**config.mk**
```make
export PLATFORM = sky130hd
export DESIGN_NAME = lu_arbiter
export DESIGN_NICKNAME = d
export VERILOG_FILES = /design/src/rtl/lu_arbiter_pkg.sv /design/src/rtl/lu_arbiter_logical_unit.sv /design/src/rtl/lu_arbiter.sv
export SDC_FILE = /design/constraint.sdc
export NUM_CORES = 1
export LEC_CHECK = 0
export ABC_AREA = 1
export CORE_MARGIN = 1.5
export CORE_UTILIZATION = 41
export DETAILED_ROUTE_END_ITERATION = 8
export PLACE_DENSITY = 0.85
export SYNTH_ARGS = -nofsm -noshare
export SYNTH_HDL_FRONTEND = slang
export SYNTH_SLANG_ARGS = --single-unit
```
**constraint.sdc**
```tcl
create_clock -name clk -period 2 [get_ports clk]
set_input_delay 0.5 -clock clk [delete_from_list [all_inputs] [get_ports clk]]
set_output_delay 0.5 -clock clk [all_outputs]
set_load 0.03 [all_outputs]
```
**src/rtl/lu_arbiter_pkg.sv**
```systemverilog
// lu_arbiter_pkg: shared width constants and logical-unit opcodes
package lu_arbiter_pkg;
  localparam int OPCODE_SIZE = 3;
  localparam int WORD_SIZE   = 19;
  localparam int LU_NUM_REQ  = 2;
  typedef enum logic [OPCODE_SIZE-1:0] {
    AND = 3'd0,
    OR  = 3'd1,
    XOR = 3'd2,
    NOT = 3'd3
  } opcode_e;
endpackage

```
**src/rtl/lu_arbiter_logical_unit.sv**
```systemverilog
// logical_unit: combinational AND/OR/XOR/NOT, zero for anything else
module logical_unit
  import lu_arbiter_pkg::*;
(
  input  logic [OPCODE_SIZE-1:0] opcode_i,
  input  logic [WORD_SIZE-1:0]   op1_i,
  input  logic [WORD_SIZE-1:0]   op2_i,
  output logic [WORD_SIZE-1:0]   result_o
);
  // NOT looks at op1 only
  always_comb
    result_o = (opcode_i == AND) ? op1_i & op2_i :
               (opcode_i == OR)  ? op1_i | op2_i :
               (opcode_i == XOR) ? op1_i ^ op2_i :
               (opcode_i == NOT) ? ~op1_i : '0;
endmodule

```
**src/rtl/lu_arbiter.sv**
```systemverilog
// lu_arbiter: round-robin share of one logical unit between two requesters
module lu_arbiter
  import lu_arbiter_pkg::*;
(
  input  logic                                    clk,
  input  logic                                    rst_n,
  input  logic [LU_NUM_REQ-1:0]                   req_valid,
  output logic [LU_NUM_REQ-1:0]                   req_ready,
  input  logic [LU_NUM_REQ-1:0][OPCODE_SIZE-1:0]  req_opcode,
  input  logic [LU_NUM_REQ-1:0][WORD_SIZE-1:0]    req_op1,
  input  logic [LU_NUM_REQ-1:0][WORD_SIZE-1:0]    req_op2,
  output logic                                    resp_valid,
  input  logic                                    resp_ready,
  output logic [WORD_SIZE-1:0]                    resp_data,
  output logic                                    resp_id,
  output logic                                    resp_err
);
  typedef enum logic {IDLE, HOLD} state_e;

  state_e               state_q, state_d;
  logic                 ptr_q, ptr_d;
  logic [WORD_SIZE-1:0] data_q, data_d;
  logic                 id_q, id_d;
  logic                 err_q, err_d;
  logic                 can_accept, gnt, gnt_id, legal;
  logic [WORD_SIZE-1:0] lu_res;

  function automatic logic is_legal(input logic [OPCODE_SIZE-1:0] op);
    return op == AND || op == OR || op == XOR || op == NOT;
  endfunction

  // grant ptr on contention, the lone requester otherwise; masked in reset
  always_comb begin
    can_accept = (state_q == IDLE) | resp_ready;
    gnt        = rst_n & can_accept & |req_valid;
    gnt_id     = &req_valid ? ptr_q : req_valid[1];
    req_ready  = gnt ? (gnt_id ? 2'b10 : 2'b01) : 2'b00;
    legal      = is_legal(req_opcode[gnt_id]);
  end

  logical_unit u_lu (
    .opcode_i (req_opcode[gnt_id]),
    .op1_i    (req_op1[gnt_id]),
    .op2_i    (req_op2[gnt_id]),
    .result_o (lu_res)
  );

  // a grant loads a fresh result; a drained result with no grant returns to IDLE
  always_comb begin
    state_d = state_q;
    ptr_d   = ptr_q;
    data_d  = data_q;
    id_d    = id_q;
    err_d   = err_q;
    if (gnt) begin
      state_d = HOLD;
      data_d  = legal ? lu_res : '0;
      id_d    = gnt_id;
      err_d   = ~legal;
      ptr_d   = ~gnt_id;
    end else if (resp_ready) begin
      state_d = IDLE;
    end
  end

  // state and result registers
  always_ff @(posedge clk or negedge rst_n) begin
    if (!rst_n) begin
      state_q <= IDLE;
      ptr_q   <= 1'b0;
      data_q  <= '0;
      id_q    <= 1'b0;
      err_q   <= 1'b0;
    end else begin
      state_q <= state_d;
      ptr_q   <= ptr_d;
      data_q  <= data_d;
      id_q    <= id_d;
      err_q   <= err_d;
    end
  end

  assign resp_valid = (state_q == HOLD);
  assign resp_data  = data_q;
  assign resp_id    = id_q;
  assign resp_err   = err_q;
endmodule
```
* Word level (Yosys, flattened, before mapping)
Cells that the tools add are included.
** Word-level totals
- Bits in latches :: 0
- Output and inout port bits :: 24
- Memory bits (writable) :: 0
- Memory bits (read-only) :: 0
- Register bits after elaboration :: 23
- Input bits :: 87
- Memories :: 0
** Cells by class
- Equality and inequality tests :: 3
- Shifts and indexed selects :: 0
- Mux-type cells :: 16
- Div/mod/pow operators :: 0
- Add/sub/neg operators :: 0
- Bitwise operators :: 10
- $lt $le $gt $ge :: 1
- Reduce and logical (&&, ||, !) cells :: 7
- Multiply operators :: 0
** Operators with widths (number)
- 19-bit two-way mux :: 9
- 19-bit bitwise AND :: 1
- 19-bit NOT :: 1
- 19-bit OR :: 1
- 19-bit XOR :: 1
- 3-bit by 2-bit == test with 1-bit output, second input constant :: 2
- 3-bit two-way mux :: 2
- 2-bit two-way mux :: 2
- 3-bit by 1-bit == test with 1-bit output, second input constant :: 1
- 3-bit zero test :: 1
- 1-bit logical OR :: 3
- 1-bit two-way mux :: 3
- 1-bit NOT :: 3
- 1-bit bitwise AND :: 2
- 1-bit by 2-bit < comparator with 1-bit output, second input constant :: 1
- 2-bit AND reduction :: 1
- 2-bit nonzero test :: 1
- 2-bit OR reduction :: 1
- 1-bit OR :: 1

* Depth between registers and ports, before layout
Gate-level depths: netlist of the first run.
- Depth in word-level cells :: 10
- Mapped depth :: 15
- Mapped depth without buffers :: 12

* Cells and area by module
A second synthesis of the first run with hierarchy kept.
** Unflattened totals
- Cells, all modules :: 469
- Area, all modules :: 2984.1 um^2
** By module, submodules not included
- lu_arbiter :: area each 1597.8 um^2, cells an instance 280, times used 1
- logical_unit :: area each 1386.3 um^2, cells an instance 189, times used 1

* Worst setup path before layout of the first run
Ideal clock, no wire load.
- Kind :: input -> output
- Start point :: input req_valid[0]
- End point :: output req_ready[1]
- Arrival :: 1.546 ns
- Stages on the path :: 6
- Setup slack :: -0.046 ns
- Path buffers :: 3
- Path through :: nand2_2 nand2_2 buf_6 buf_2 buf_2 nor2_1
** On the way
- Word-level cells in the longest chain between the ends :: 4
** RTL lines
- start: declaration :: line lu_arbiter.sv:7 : input logic [LU_NUM_REQ-1:0] req_valid,
- 2-bit AND reduction :: line lu_arbiter.sv:36 : gnt_id = &req_valid ? ptr_q : req_valid[1];
- 1-bit two-way mux :: line lu_arbiter.sv:36
- 2-bit two-way mux :: line lu_arbiter.sv:37 : req_ready = gnt ? (gnt_id ? 2'b10 : 2'b01) : 2'b00;
- 2-bit two-way mux (*) :: line lu_arbiter.sv:37
- end: declaration :: line lu_arbiter.sv:8 : output logic [LU_NUM_REQ-1:0] req_ready,
Every way passes the cells marked *; elsewhere a longest branch is shown, timed or not.

* Final worst setup path of the first run
- Start point :: input req_valid[0]
- End point :: register data_q[11], in the netlist resp_data[11]
** On the way
- Word-level cells in the longest chain between the ends :: 10
** RTL lines
- 2-bit AND reduction :: line lu_arbiter.sv:36
- 1-bit two-way mux :: line lu_arbiter.sv:36
- 3-bit two-way mux (not written as such) / 19-bit two-way mux (equally long branches) (2 in series) :: line lu_arbiter.sv:38, lu_arbiter.sv:42, lu_arbiter.sv:43
- 3-bit by 2-bit == test with 1-bit output / 19-bit NOT (equally long branches) :: line lu_arbiter_logical_unit.sv:15, lu_arbiter.sv:29
- 19-bit two-way mux :: line lu_arbiter_logical_unit.sv:15 : (opcode_i == NOT) ? ~op1_i : '0;
- 19-bit two-way mux :: line lu_arbiter_logical_unit.sv:14 : (opcode_i == XOR) ? op1_i ^ op2_i :
- 19-bit two-way mux :: line lu_arbiter_logical_unit.sv:13 : (opcode_i == OR) ? op1_i | op2_i :
- 19-bit two-way mux :: line lu_arbiter_logical_unit.sv:12 : result_o = (opcode_i == AND) ? op1_i & op2_i :
- 19-bit two-way mux :: line lu_arbiter.sv:57 : data_d = legal ? lu_res : '0;
- end signal: assignment :: line lu_arbiter.sv:77 : data_q <= data_d;
- end: declaration :: line lu_arbiter.sv:22 : logic [WORD_SIZE-1:0] data_q, data_d;
Parallel ways exist; a longest one is shown, timed or not. The select of a mux whose other input is x is not followed.
A chain may end at the register's enable or synchronous reset.

==> metrics, run 1 <==
status=completed; Worst slew margin=0.744; critical path class=in -> reg; 1st-pass router iterations=4; Syn. warnings=0; Core Area=just under 7000 sq um; Die Footprint=7550 sq um; Seq/Total Area, Yosys=0.199; GP Congestion=roughly 0.80; fin. max-slew vios=0; final cell count without fillers=between 600 and 700; Synth top area share=0.199; fin util=0.649; Startpoint Class=primary input; Final Hold Viols=0; final setup vio count=0; Nets=700; Syn-to-layout area delta=52.8%; Mean Syn Cell Area=between 6 and 7 sq um; Leakage=0.00225 uW; Hold WS=0.364 ns; Post-Route WL=8240 um; row cnt=30; diodes inserted=0; Synth Area in Compound Gates=0.176; hold_buf cts=0; first-pass GRT wire length=13800 um; Place WS=-0.458 ns; synth unique cells=27; final setup margin=approximately 0.12 ns; port bufs=110; wire length per cell after detailed routing=12.3 um; Die Ht=approximately 87 um; mapped cell area=2890 sq um; Synth Flop Type=dfrtp_1; Post-Place Cells=665; Clk network pwr share=0.146; Async SR Flop Fraction=1.00; CTS Root Cell=clkbuf_8; sw frac=0.410; worst slew pin tran=0.383 ns; Initial Utilization=0.425; overall routing resource usage=0.228; Syn Nets=570; part of the power in combinational logic=0.583; CTS Buffer Depth=2; Clock Sinks=23; fin crit share=0.941; Via Count=3225; GR Overflow Total=0; Max FO, Critical Path=25; min-delay worst type=in -> async; CP Data Required Time=around 2.2 ns; proportion of synthesized area in mux cells=0; post-DP HPWL=6540 um; Power Total=2090 uW; WP data arrival=2.06 ns; boundary pin count=~110; Crit. End Element=register; Residual DRC=0; total CTS buffers=3; largest net degree at the start of global routing=26; top cells by area, synth=dfrtp_1, ha_1, nand2_1, inv_1, o211ai_1; Cell Int Power=1230 uW; Adder-Cell Fraction of Synth Area=0.165; sequential share of power=0.271; Post-synth EDFFs=0; number of global-route vias before repair=3171; initial DRC count=between 100 and 150; Period minus WS final=around 1.9 ns; VDD IR max=0.223 mV; Psw=857 uW; vias per cell=4.81; antenna-violating nets left=0; initial antenna violation count=0; max cap viols=0; simple-gate area share of the yosys netlist=0.273; clk_skew=0.00520 ns; CTS tree=done; XOR/XNOR Fraction of Synth Area=0; layout cells sized above 1=0.138; cell taking the most area after synthesis=dfrtp_1; Fmax=0.531 GHz; Clk Latency, worst-skew pair=0.27 ns; Worst-path clk slew=0.09 ns; H-tree Lvls=1; main combinational cell family by area after synthesis=simple AND/OR/NAND/NOR gates; Die X=around 87 um; FF+latch count, synth=23; Power Density=between 400 and 500 nW/um^2; Syn Inst Count=445
[repair_timing]
action,in CTS,in global routing
pin swaps,2,2
hold endpoints to repair,0,0
buffers inserted,1,0
cloned,0,0
setup endpoints to repair,21,16
gates resized for setup,22,20
[logic make-up after synthesis]
family | count (synthesis)
buf+inv | 126
flops | 23
simple gates | 176
fa+ha+maj | 38
compound gates | 82
[per-stage QoR]
stage / setup TNS (ns) / cell area, sq um
6_report: 0 / 4410
5_1_grt: -0.0159 / 4410
4_1_cts: 0 / 4380
3_5_place_dp: -8.45 / 4290
3_3_place_gp: -7.15 / 4290
2_1_floorplan: 0 / 2890
[area by class of cell]
cell class	instances	area, sq um
Inverter	104	395
Multi-Input combinational cell	296	1830
Clock buffer	4	45.0
Timing Repair Buffer	147	1440
Sequential cell	23	576
Fill cell	570	2380
Tap cell	96	120
[critical path, cell delays in order]
cell and delay, ns:
dlygate4sd2_1 0.25, nand2_2 0.09, nand2_4 0.09, buf_6 0.15, buf_12 0.15, nand2_1 0.07, o21ai_0 0.12, inv_1 0.08
ha_1 0.14, inv_1 0.04, o211ai_1 0.16, nand3_1 0.09, nand2_1 0.06, nand2_1 0.04
[power by group through the flow]
| stage | clock network [uW] | logic [uW] | registers, uW |
|---|---|---|---|
| after global routing | 327 | 1350 | 573 |
| after detailed placement | 0 | 1180 | 575 |
| after CTS | 308 | 1200 | 566 |
| after floorplan | 0 | 537 | 689 |
| after global placement | 0 | 1130 | 573 |
| final | 305 | 1220 | 567 |
[synthesized netlist by cell type, types with 5 or more instances]
| cell | instances |
|---|---|
| nand2_1 | 123 |
| inv_1 | 101 |
| ha_1 | 38 |
| o21ai_0 | 27 |
| dfrtp_1 | 23 |
| nand3_1 | 21 |
| o211ai_1 | 19 |
| o21ai_1 | 14 |
| or2_0 | 14 |
| a21oi_1 | 10 |
| a21oi_2 | 10 |
| buf_2 | 10 |
| buf_6 | 5 |
| clkbuf_1 | 5 |
| or2_1 | 5 |
[state kept, by name, indices dropped and copies added, names as in the netlist]
| signal | flops |
|---|---|
| resp_err | 1 |
| resp_id | 1 |
| resp_data | 19 |
| resp_valid | 1 |
| ptr_q | 1 |
[placed cells by master, fill, tap and decap left out, types with 13 or more instances in the layout]
cell and count:
o211ai_1 19, dfrtp_1 23, o21ai_1 17, buf_4 31, inv_1 100, nand3_1 21, clkdlybuf4s50_1 104, nand2_1 123
or2_0 14, ha_1 38, o21ai_0 13
[layer usage]
layer  vias to the layer above  global-route usage  wire [um]
met2                       108               0.412       4230
li1                       1618                   -          -
met5                         -                   0          0
met4                         0               0.116        295
met3                        24              0.0180        348
met1                      1475               0.268       3370
[final timing paths]
path	start	end	cells past startpoint	slack, ns
min in group clk	resp_data[15]	resp_data[15]	2	0.49
worst max register to register	ptr_q	resp_data[5]	14	0.19
worst min-delay path	rst_n	ptr_q	2	0.36
max in group asynchronous	rst_n	resp_data[4]	2	1.39
worst max-delay path	req_valid[0]	resp_data[11]	14	0.12
worst min register to register	resp_data[15]	resp_data[15]	2	0.49
Power figures use the tool's default switching activity.
==> run 2: changes to the inputs <==
--- a/config.mk
+++ b/config.mk
@@ -6,8 +6,11 @@
 export NUM_CORES = 1
 export LEC_CHECK = 0
 export ABC_AREA = 1
+export CELL_PAD_IN_SITES_DETAIL_PLACEMENT = 0
+export CELL_PAD_IN_SITES_GLOBAL_PLACEMENT = 1
 export CORE_MARGIN = 1.5
-export CORE_UTILIZATION = 41
+export CORE_UTILIZATION = 28
+export CTS_BUF_LIST = sky130_fd_sc_hd__clkbuf_4 sky130_fd_sc_hd__clkbuf_8
 export DETAILED_ROUTE_END_ITERATION = 8
 export PLACE_DENSITY = 0.85
 export SYNTH_ARGS = -nofsm -noshare
==> metrics, run 2 (synthesized netlist as in run 1, its figures left out) <==
status=completed; 1st-pass router iterations=4 (unchanged); Clk Latency, worst-skew pair=0.27 ns (about the same); port bufs=110 (unchanged); fin util=0.468 (-0.181); WP data arrival=1.40 ns (-0.66 ns); layout cells sized above 1=0.147 (+0.00913); post-place instance area=4410 sq um (+2.9%); Place WS=-0.550 ns (-0.0913 ns); Crit. End Element=output pin; Syn-to-layout area delta=60.1%; Max FO, Critical Path=8 (-68%); overall routing resource usage=0.166 (-0.0618); commonest non-fill, non-tap cell in the layout=nand2_1; Hold WS=0.396 ns (+0.0315 ns); Startpoint Class=primary input; Nets=712 (+1.7%); GP Congestion=0.792 (-1.3%); crit-path max cell delay=0.20 ns (-0.05 ns); Initial Utilization=0.292 (-0.132); Residual DRC=0 (unchanged); Period minus WS final=1.90 ns (+0.0214 ns); diodes inserted=0 (unchanged); final setup vio count=0 (unchanged); post-route cell area=4620 sq um (+4.7%); initial DRC count=164 (+45%); critical path class=in -> out; Clock Sinks=23 (unchanged); Worst slew margin=0.760 (+0.0163); Leakage=0.00234 uW (+3.7%); CTS Root Cell=clkbuf_8; crit path cell chain=clkdlybuf4s15_1 -> nand2_2 -> nand2_4 -> buf_8 -> buf_12 -> nor2_4 -> buf_6; Die X=105 um (+20%); final setup margin=0.0956 ns (-0.0214 ns); post-DP HPWL=7060 um (+8.1%); Crit. Startpoint=req_valid[0]; wire length per cell after detailed routing=12.7 um (+3.2%); CTS tree=done; most frequent cells in the layout=nand2_1, clkdlybuf4s50_1, inv_1; worst slew pin tran=0.356 ns (-0.0269 ns); Power Density=468 nW/um^2 (-1.3%); Post-Place Cells=709 (+6.6%); Via Count=3179 (-1.4%); hold_buf cts=0 (unchanged); GR Overflow Total=0 (unchanged); clk_skew=0.00555 ns (+0.000353 ns); first-pass GRT wire length=14900 um (+7.4%); sum of buffers and inverters on the critical path=4 (-1); Core Area=9860 sq um (+45%); slowest cell on the critical path=clkdlybuf4s15_1; vias per cell=4.42 (-8.1%); boundary pin count=111 (unchanged); max reg flops=19 (unchanged); number of global-route vias before repair=3208 (+1.2%); fin crit share=0.952 (+0.0107); Post-Route WL=9130 um (+11%); CP Data Required Time=1.50 ns (-0.67 ns); antenna-violating nets left=0 (unchanged); Top delay family on crit path=buffers and inverters; CTS Buffer Depth=2 (unchanged); min-delay worst type=in -> async; final cell count without fillers=719 (+7.3%); row cnt=36 (+20%); H-tree Lvls=1 (unchanged); max cap viols=0 (unchanged); Die Footprint=10900 sq um (+45%); fin. max-slew vios=0 (unchanged); Reg2Reg Launch Point=ptr_q; largest net degree at the start of global routing=24 (-7.7%); Final Hold Viols=0 (unchanged); VDD IR max=0.285 mV (+27%); initial antenna violation count=0 (unchanged); Fmax=0.525 GHz (-1.1%); total CTS buffers=3 (unchanged); Die Ht=105 um (+20%); Worst-path clk slew=0.09 ns (about the same)
==> run 2: cell count changes in the layout (fill, tap and decap cells not counted), moves of 2 or more <==
cell / before / now
o21ai_0: 13 / 21
o21ai_2: 11 / 4
buf_4: 31 / 36
buf_12: 5 / 9
clkbuf_16: 0 / 2
==> run 2: path summary, 6_finish.rpt <==
path	end	slack (ns)	cells past startpoint
max	req_ready[1]	0.1	7
min	resp_data[2]	0.40	2
max reg2reg	resp_data[16]	0.16	11
min reg2reg	resp_data[15]	0.48	2
max in group asynchronous	resp_data[10]	1.35	2
min in group clk	resp_data[15]	0.48	2
==> run 2: metal layers <==
metal	vias to the layer above	routed length (um)	global-route usage
met5	-	0	0
met4	0	29	0.0179
met3	4	339	0.0232
met2	68	4680	0.324
met1	1463	4080	0.194
li1	1644	-	-
==> run 2: layout make-up <==
type | count | area, sq um
Clock buffer | 4 | 48.8
Fill cell | 999 | 5250
Inverter | 104 | 393
Multi-Input combinational cell | 296 | 1810
Sequential cell | 23 | 576
Tap cell | 133 | 166
Timing Repair Buffer | 159 | 1620
==> run 2: power by group <==
group | total [uW] | switching, uW | internal (uW)
registers | 566 | 38.4 | 528
clock network | 315 | 159 | 156
logic | 1280 | 665 | 614
==> run 2: repair_timing <==
| action | in CTS | in global routing |
|---|---|---|
| gates resized for setup | 16 | 14 |
| gates cloned | 0 | 2 |
| pin swaps | 2 | 6 |
| endpoints found under the setup margin | 21 | 17 |
| buffers inserted | 1 | 3 |
==> run 2: stage by stage <==
| step | power (uW) | setup TNS, ns |
|---|---|---|
| global placement | 1760 | -8.01 |
| detailed placement | 1790 | -9.57 |
| global route | 2330 | -0.0232 |
| CTS | 2120 | 0 |
| floorplan | 1230 | 0 |
| finish | 2160 | 0 |
==> run 3: changes to the inputs <==
--- a/config.mk
+++ b/config.mk
@@ -13,6 +13,7 @@
 export CTS_BUF_LIST = sky130_fd_sc_hd__clkbuf_4 sky130_fd_sc_hd__clkbuf_8
 export DETAILED_ROUTE_END_ITERATION = 8
 export PLACE_DENSITY = 0.85
+export SLEW_MARGIN = 20
 export SYNTH_ARGS = -nofsm -noshare
 export SYNTH_HDL_FRONTEND = slang
 export SYNTH_SLANG_ARGS = --single-unit
==> results of run 3 <==
Same layout as run 2: the final DEF is identical, and so are final timing and power.
